$ cat src/rtl/copro_exec_scheduler.sv
// Purpose: in-order offload queue; holds each op until it is committed, then runs the head op on the execution unit and returns writeback results.
// Latency: a committed op entering an empty queue starts one cycle later; result_valid_o rises one cycle after exe_done_i.
// Backpressure: in_ready_o drops while the queue is full; the result is held stable and no new op starts until result_ready_i.
module copro_exec_scheduler #(
    parameter int unsigned Depth       = 4,
    parameter int unsigned NrRgprPorts = 2,
    parameter int unsigned XLEN        = 32,
    parameter int unsigned OpcodeWidth = 4,
    parameter int unsigned IdWidth     = 4,
    parameter int unsigned HartidWidth = 1
) (
    input  logic                        clk_i,
    input  logic                        rst_i,
    input  logic                        in_valid_i,
    output logic                        in_ready_o,
    input  logic [OpcodeWidth-1:0]      in_opcode_i,
    input  logic [IdWidth-1:0]          in_id_i,
    input  logic [HartidWidth-1:0]      in_hartid_i,
    input  logic [4:0]                  in_rd_i,
    input  logic                        in_writeback_i,
    input  logic [NrRgprPorts*XLEN-1:0] in_rs_i,
    input  logic                        commit_valid_i,
    input  logic [IdWidth-1:0]          commit_id_i,
    input  logic                        commit_kill_i,
    output logic                        exe_start_o,
    output logic [OpcodeWidth-1:0]      exe_opcode_o,
    output logic [NrRgprPorts*XLEN-1:0] exe_rs_o,
    input  logic                        exe_done_i,
    input  logic [XLEN-1:0]             exe_result_i,
    output logic                        result_valid_o,
    input  logic                        result_ready_i,
    output logic [IdWidth-1:0]          result_id_o,
    output logic [HartidWidth-1:0]      result_hartid_o,
    output logic [4:0]                  result_rd_o,
    output logic [XLEN-1:0]             result_data_o,
    output logic [$clog2(Depth+1)-1:0]  occupancy_o
);

    localparam int unsigned PtrW = $clog2(Depth);
    localparam int unsigned CntW = $clog2(Depth+1);
    localparam int unsigned RsW  = NrRgprPorts*XLEN;

    localparam logic [1:0] IDLE = 2'd0;
    localparam logic [1:0] WAIT = 2'd1;
    localparam logic [1:0] EXEC = 2'd2;
    localparam logic [1:0] RESP = 2'd3;

    typedef struct packed {
        logic [OpcodeWidth-1:0] opcode;
        logic [IdWidth-1:0]     id;
        logic [HartidWidth-1:0] hartid;
        logic [4:0]             rd;
        logic                   writeback;
        logic [RsW-1:0]         rs;
    } entry_t;

    entry_t          mem_q [Depth];
    logic [Depth-1:0] vld_q;
    logic [Depth-1:0] cmt_q;
    logic [Depth-1:0] kill_q;
    logic [Depth-1:0] hit;
    logic [PtrW-1:0] head_q;
    logic [PtrW-1:0] tail_q;
    logic [CntW-1:0] count_q;
    logic [1:0]      state_q;
    logic [1:0]      state_d;
    logic [XLEN-1:0] res_data_q;

    entry_t head;
    entry_t in_entry;
    logic   empty;
    logic   push;
    logic   pop;
    logic   start;
    logic   capture;
    logic   in_hit;

    assign head     = mem_q[head_q];
    assign empty    = (count_q == '0);
    assign push     = in_valid_i && in_ready_o;
    assign in_hit   = commit_valid_i && (in_id_i == commit_id_i);
    assign in_entry = '{opcode: in_opcode_i, id: in_id_i, hartid: in_hartid_i,
                        rd: in_rd_i, writeback: in_writeback_i, rs: in_rs_i};

    // Commit lookup: which resident entries carry the id being committed
    always_comb begin
        hit = '0;
        for (int i = 0; i < Depth; i++) begin
            hit[i] = commit_valid_i && vld_q[i] && (mem_q[i].id == commit_id_i);
        end
    end

    // Sequencer: wait for commit, drop killed ops, launch, then hand back the result
    always_comb begin
        state_d = state_q;
        pop     = 1'b0;
        start   = 1'b0;
        capture = 1'b0;
        case (state_q)
            IDLE, WAIT: begin
                if (empty) begin
                    state_d = IDLE;
                end else if (!cmt_q[head_q]) begin
                    state_d = WAIT;
                end else if (kill_q[head_q]) begin
                    pop     = 1'b1;
                    state_d = IDLE;
                end else begin
                    start   = 1'b1;
                    state_d = EXEC;
                end
            end
            EXEC: begin
                if (exe_done_i) begin
                    capture = 1'b1;
                    if (head.writeback) begin
                        state_d = RESP;
                    end else begin
                        pop     = 1'b1;
                        state_d = IDLE;
                    end
                end
            end
            RESP: begin
                if (result_ready_i) begin
                    pop     = 1'b1;
                    state_d = IDLE;
                end
            end
            default: state_d = IDLE;
        endcase
    end

    // Queue bookkeeping: per-slot flags, pointers and occupancy
    always_ff @(posedge clk_i or posedge rst_i) begin
        if (rst_i) begin
            vld_q   <= '0;
            cmt_q   <= '0;
            kill_q  <= '0;
            head_q  <= '0;
            tail_q  <= '0;
            count_q <= '0;
        end else begin
            for (int i = 0; i < Depth; i++) begin
                if (hit[i]) begin
                    cmt_q[i] <= 1'b1;
                    if (commit_kill_i) kill_q[i] <= 1'b1;
                end
            end
            // The tail slot is never valid on a push, so it cannot collide with the hit loop
            if (push) begin
                vld_q[tail_q]  <= 1'b1;
                cmt_q[tail_q]  <= in_hit;
                kill_q[tail_q] <= in_hit && commit_kill_i;
                tail_q         <= tail_q + PtrW'(1);
            end
            if (pop) begin
                vld_q[head_q] <= 1'b0;
                head_q        <= head_q + PtrW'(1);
            end
            if (push && !pop) begin
                count_q <= count_q + CntW'(1);
            end else if (!push && pop) begin
                count_q <= count_q - CntW'(1);
            end
        end
    end

    // Payload storage; slot contents only matter while the slot is valid
    always_ff @(posedge clk_i) begin
        if (push) mem_q[tail_q] <= in_entry;
    end

    // Sequencer state and captured result
    always_ff @(posedge clk_i or posedge rst_i) begin
        if (rst_i) begin
            state_q    <= IDLE;
            res_data_q <= '0;
        end else begin
            state_q <= state_d;
            if (capture) res_data_q <= exe_result_i;
        end
    end

    assign in_ready_o      = (count_q != CntW'(Depth));
    assign occupancy_o     = count_q;
    assign exe_start_o     = start;
    assign exe_opcode_o    = empty ? '0 : head.opcode;
    assign exe_rs_o        = empty ? '0 : head.rs;
    assign result_valid_o  = (state_q == RESP);
    assign result_id_o     = result_valid_o ? head.id : '0;
    assign result_hartid_o = result_valid_o ? head.hartid : '0;
    assign result_rd_o     = result_valid_o ? head.rd : '0;
    assign result_data_o   = result_valid_o ? res_data_q : '0;

endmodule
$ cat config.mk
export PLATFORM = sky130hd
export DESIGN_NAME = copro_exec_scheduler
export DESIGN_NICKNAME = d
export VERILOG_FILES = /design/src/rtl/copro_exec_scheduler.sv
export SDC_FILE = /design/constraint.sdc
export NUM_CORES = 1
export LEC_CHECK = 0
export ABC_AREA = 1
export CAP_MARGIN = 20
export CORE_ASPECT_RATIO = 1.75
export CORE_UTILIZATION = 58
export DETAILED_ROUTE_END_ITERATION = 8
export GPL_TIMING_DRIVEN = 0
export PLACE_DENSITY = 0.85
export SYNTH_ARGS = -nofsm -noshare
export SYNTH_HDL_FRONTEND = slang
export SYNTH_SLANG_ARGS = --single-unit
$ cat constraint.sdc
create_clock -name clk_i -period 7.95 [get_ports clk_i]
set_clock_uncertainty 0.1 [all_clocks]
set_input_delay 1.59 -clock clk_i [delete_from_list [all_inputs] [get_ports clk_i]]
set_output_delay 1.59 -clock clk_i [all_outputs]
set_load 0.02 [all_outputs]
==> metrics.txt <==
clock root buffer clkbuf_16; row count 78; Post-Synth Simple-Gate Area 0.1363; ANT nets after route 0; fin crit period 4.733 ns; most common cell in the netlist nor2_1; Sum Neg Setup Slack 0 ns; Mapped Area 15230 um^2; synthesized flop and latch total 369; routed vias 10840; Avg WL per Cell 19.05 um; Die Span X 124.5 um; clock latency on the worst-skew pair 0.57 ns; Post-CTS Resized 0; DRC errors left 0; syn avg cell area 11.30 um^2; die area 26940 um^2; TritonCTS clock tree yes; Post-Layout Cell Count 1968; Worst Setup End Kind output pin; CTS Buffer Depth 3; synthesis-to-layout area growth 25.96%; TritonCTS buffer count 31; Multi-input gate area 3710 um^2; top post-synthesis cells by area edfxtp_1 (62%), dfrtp_1 (8.7%), nor2_1 (8.5%), o21ai_0 (6.2%), a21oi_1 (3.0%); I/O Buffers 236; asr flop ratio synth 0.1436; leakage power 7.146 nW; Ports 238; Worst-Margin Slew 0.7290 ns; Seq/Total Area, Yosys 0.7101; DRT iter0 DRCs 717; Routed WL 37490 um; Via density 5.506; initial antenna violation count 3; CP cell instances buf_6, inv_4, buf_4, clkbuf_1, o21ai_0, a21oi_1, clkdlybuf4s50_1; Slowest-stage cell, CP clkdlybuf4s50_1; Hold Vio Cnt, Final 0; synthesized instance count 1348; Layout Nets 1754; adder-cell share of the synthesized area 0.008708; H-tree depth 1; worst reg2reg setup slack 5.48 ns; Core ar. 25860 um^2; Post-Synth XOR/XNOR Area 0.004025; starting density of the core 0.5889; Crit path arrival time 3.04 ns; FMAX 211.3 MHz; Yosys top cell by area edfxtp_1; proportion of synthesized area in mux cells 0; Placed Cells incl. Taps 1909; status finished clean; source of the worst hold timing path res_data_q[6]; depth of the worst register-to-register path 16; DP HPWL 25140 um; hold worst-path end res_data_q[6]; Synth top area share 0.6230; type of the worst min-delay path register to register; startpoint types register; reg2reg end occupancy_o[2]; RSZ-0062 raised after global routing false; dominant synthesized flop cell edfxtp_1; first-pass GRT wire length 57920 um; Final setup viols 0; GRT Total Usage 0.2807; clock sink count 369; GR Overflow Total 0; Place WS 3.847 ns; clk slew on worst S/H paths 0.07 ns; GP Congestion 0.8656; vias in the first global route 11160; Critical R2R Launch head_q[0]; CP Max Fanout 10; FF/Latch Area 10820 um^2; main combinational cell family by area after synthesis simple AND/OR/NAND/NOR gates; Final Cycle Share 0.5954; Synthesis Warnings 0; VDD IR-drop max 319.2 uV; Compound-Gate Fraction of Synth Area 0.09455; post-synthesis cell type count 30; path type of the worst setup path register to output pin; PwrDens 404.0 nW/um^2; CP delay by family, top buffers and inverters; Post-Syn Nets 1480; fin. max-slew vios 0; # hold bufs at CTS 0; min setup slack post-route 3.217 ns; Post-synth EDFFs 316; die height 216.4 um; TritonRoute pass-1 iters 5; # Post-CTS Setup Buffers 0; CP peak stage delay 0.69 ns; fill cell total of the finished layout 1633; worst path bufs/invs 5; pin count of the biggest net entering global routing 64; relative slew slack 0.5140; worst hold stages 2; share of layout cells above drive strength 1 0.06744; Maximum Capacitance Violations 0; WP data required 6.26 ns; most frequent cells after synthesis nor2_1 (345), edfxtp_1 (316), o21ai_0 (188)
## stage by stage
step | hold WS [ns] | cell area (um^2) | utilization | total power [mW]
finish | 0.4357 | 19180 | 0.7418 | 7.751
global route | 0.4655 | 19180 | 0.7417 | 8.155
CTS | 0.4351 | 19180 | 0.7416 | 7.768
detailed placement | 0.4157 | 18120 | 0.7006 | 6.195
global placement | 0.4125 | 17990 | 0.6957 | 6.106
floorplan | 0.3864 | 15230 | - | 4.746
## cells by family (layout without fill, tap and decap cells)
| kind of cell | Yosys count | in the layout |
|---|---|---|
| buffers and inverters | 159 | 457 |
| flip-flops | 369 | 369 |
| AND/OR/NAND/NOR | 516 | 516 |
| XOR/XNOR | 7 | 7 |
| other | 0 | 2 |
| adder cells (fa/ha/maj) | 10 | 10 |
| AO/OA/AOI/OAI | 287 | 287 |
## how the worst max path moves through the flow
stage	to	cells past startpoint	slack, ns	start
final	exe_opcode_o[3]	7	3.22	head_q[0]
after global routing	exe_opcode_o[3]	7	3.11	head_q[0]
after CTS	exe_opcode_o[3]	7	3.23	head_q[0]
after detailed placement	exe_opcode_o[3]	7	3.85	head_q[0]
after global placement	mem_q[0][34]	3	2.17	in_valid_i
after floorplan	mem_q[0][0]	2	4.09	in_valid_i
## flip-flops by register name, summed over array words and instances (netlist names)
register	cells
tail_q	2
head_q	2
cmt_q	4
res_data_q	32
occupancy_o	3
mem_q	316
vld_q	4
state_q	2
kill_q	4
## final cells by class
type,instances,area share
Buffer,72,0.01963
Multi-Input combinational cell,820,0.1934
Clock buffer,35,0.04122
Clock inverter,22,0.01409
Sequential cell,369,0.5638
Inverter,87,0.01767
Timing Repair Buffer,241,0.1291
Tap cell,320,0.02087
Antenna cell,2,0.0002609
## metal layers
layer  wire (um)  share of wire  global-route usage  up-vias
met2       20950           0.56              0.5337      494
li1            -              -                   -     5138
met4        1160          0.031              0.1325        0
met1       12730           0.34              0.2934     5116
met3        2654          0.071             0.05233       88
met5           0              0                   0        -
## power breakdown
| group | internal, mW | leakage, nW | switching (mW) |
|---|---|---|---|
| Combinational | 1.29 | 3.09 | 2.17 |
| Sequential | 2.60 | 3.54 | 0.130 |
| Clock | 0.911 | 0.516 | 0.657 |
| Total | 4.79 | 7.15 | 2.96 |
## worst min-delay path, stage by stage, from the launching register on
cell and delay (ns):
dfrtp_1 0.32, inv_1 0.05, o21ai_1 0.13
## cells in the final DEF (no fill, tap or decap), types with 2 or more instances in the layout
cell	instances
buf_4	16
clkinv_1	5
nand2_1	119
clkbuf_16	31
inv_6	2
clkbuf_1	29
xor2_1	6
clkdlybuf4s50_1	236
nand3_1	31
buf_12	3
a21oi_1	91
o21ai_1	5
clkinvlp_4	2
diode_2	2
nand3_2	3
dfrtp_1	53
inv_1	78
ha_1	9
inv_2	4
edfxtp_1	316
o21ai_0	188
o22ai_1	3
or2_1	2
nand2_2	3
nor2_1	345
buf_16	2
bufinv_16	6
clkinv_2	6
buf_2	19
nand4_1	3
nand3b_1	5
nand2_4	2
inv_4	5
buf_6	3
buf_1	9
No activity file was read; power rests on OpenSTA's default activity.
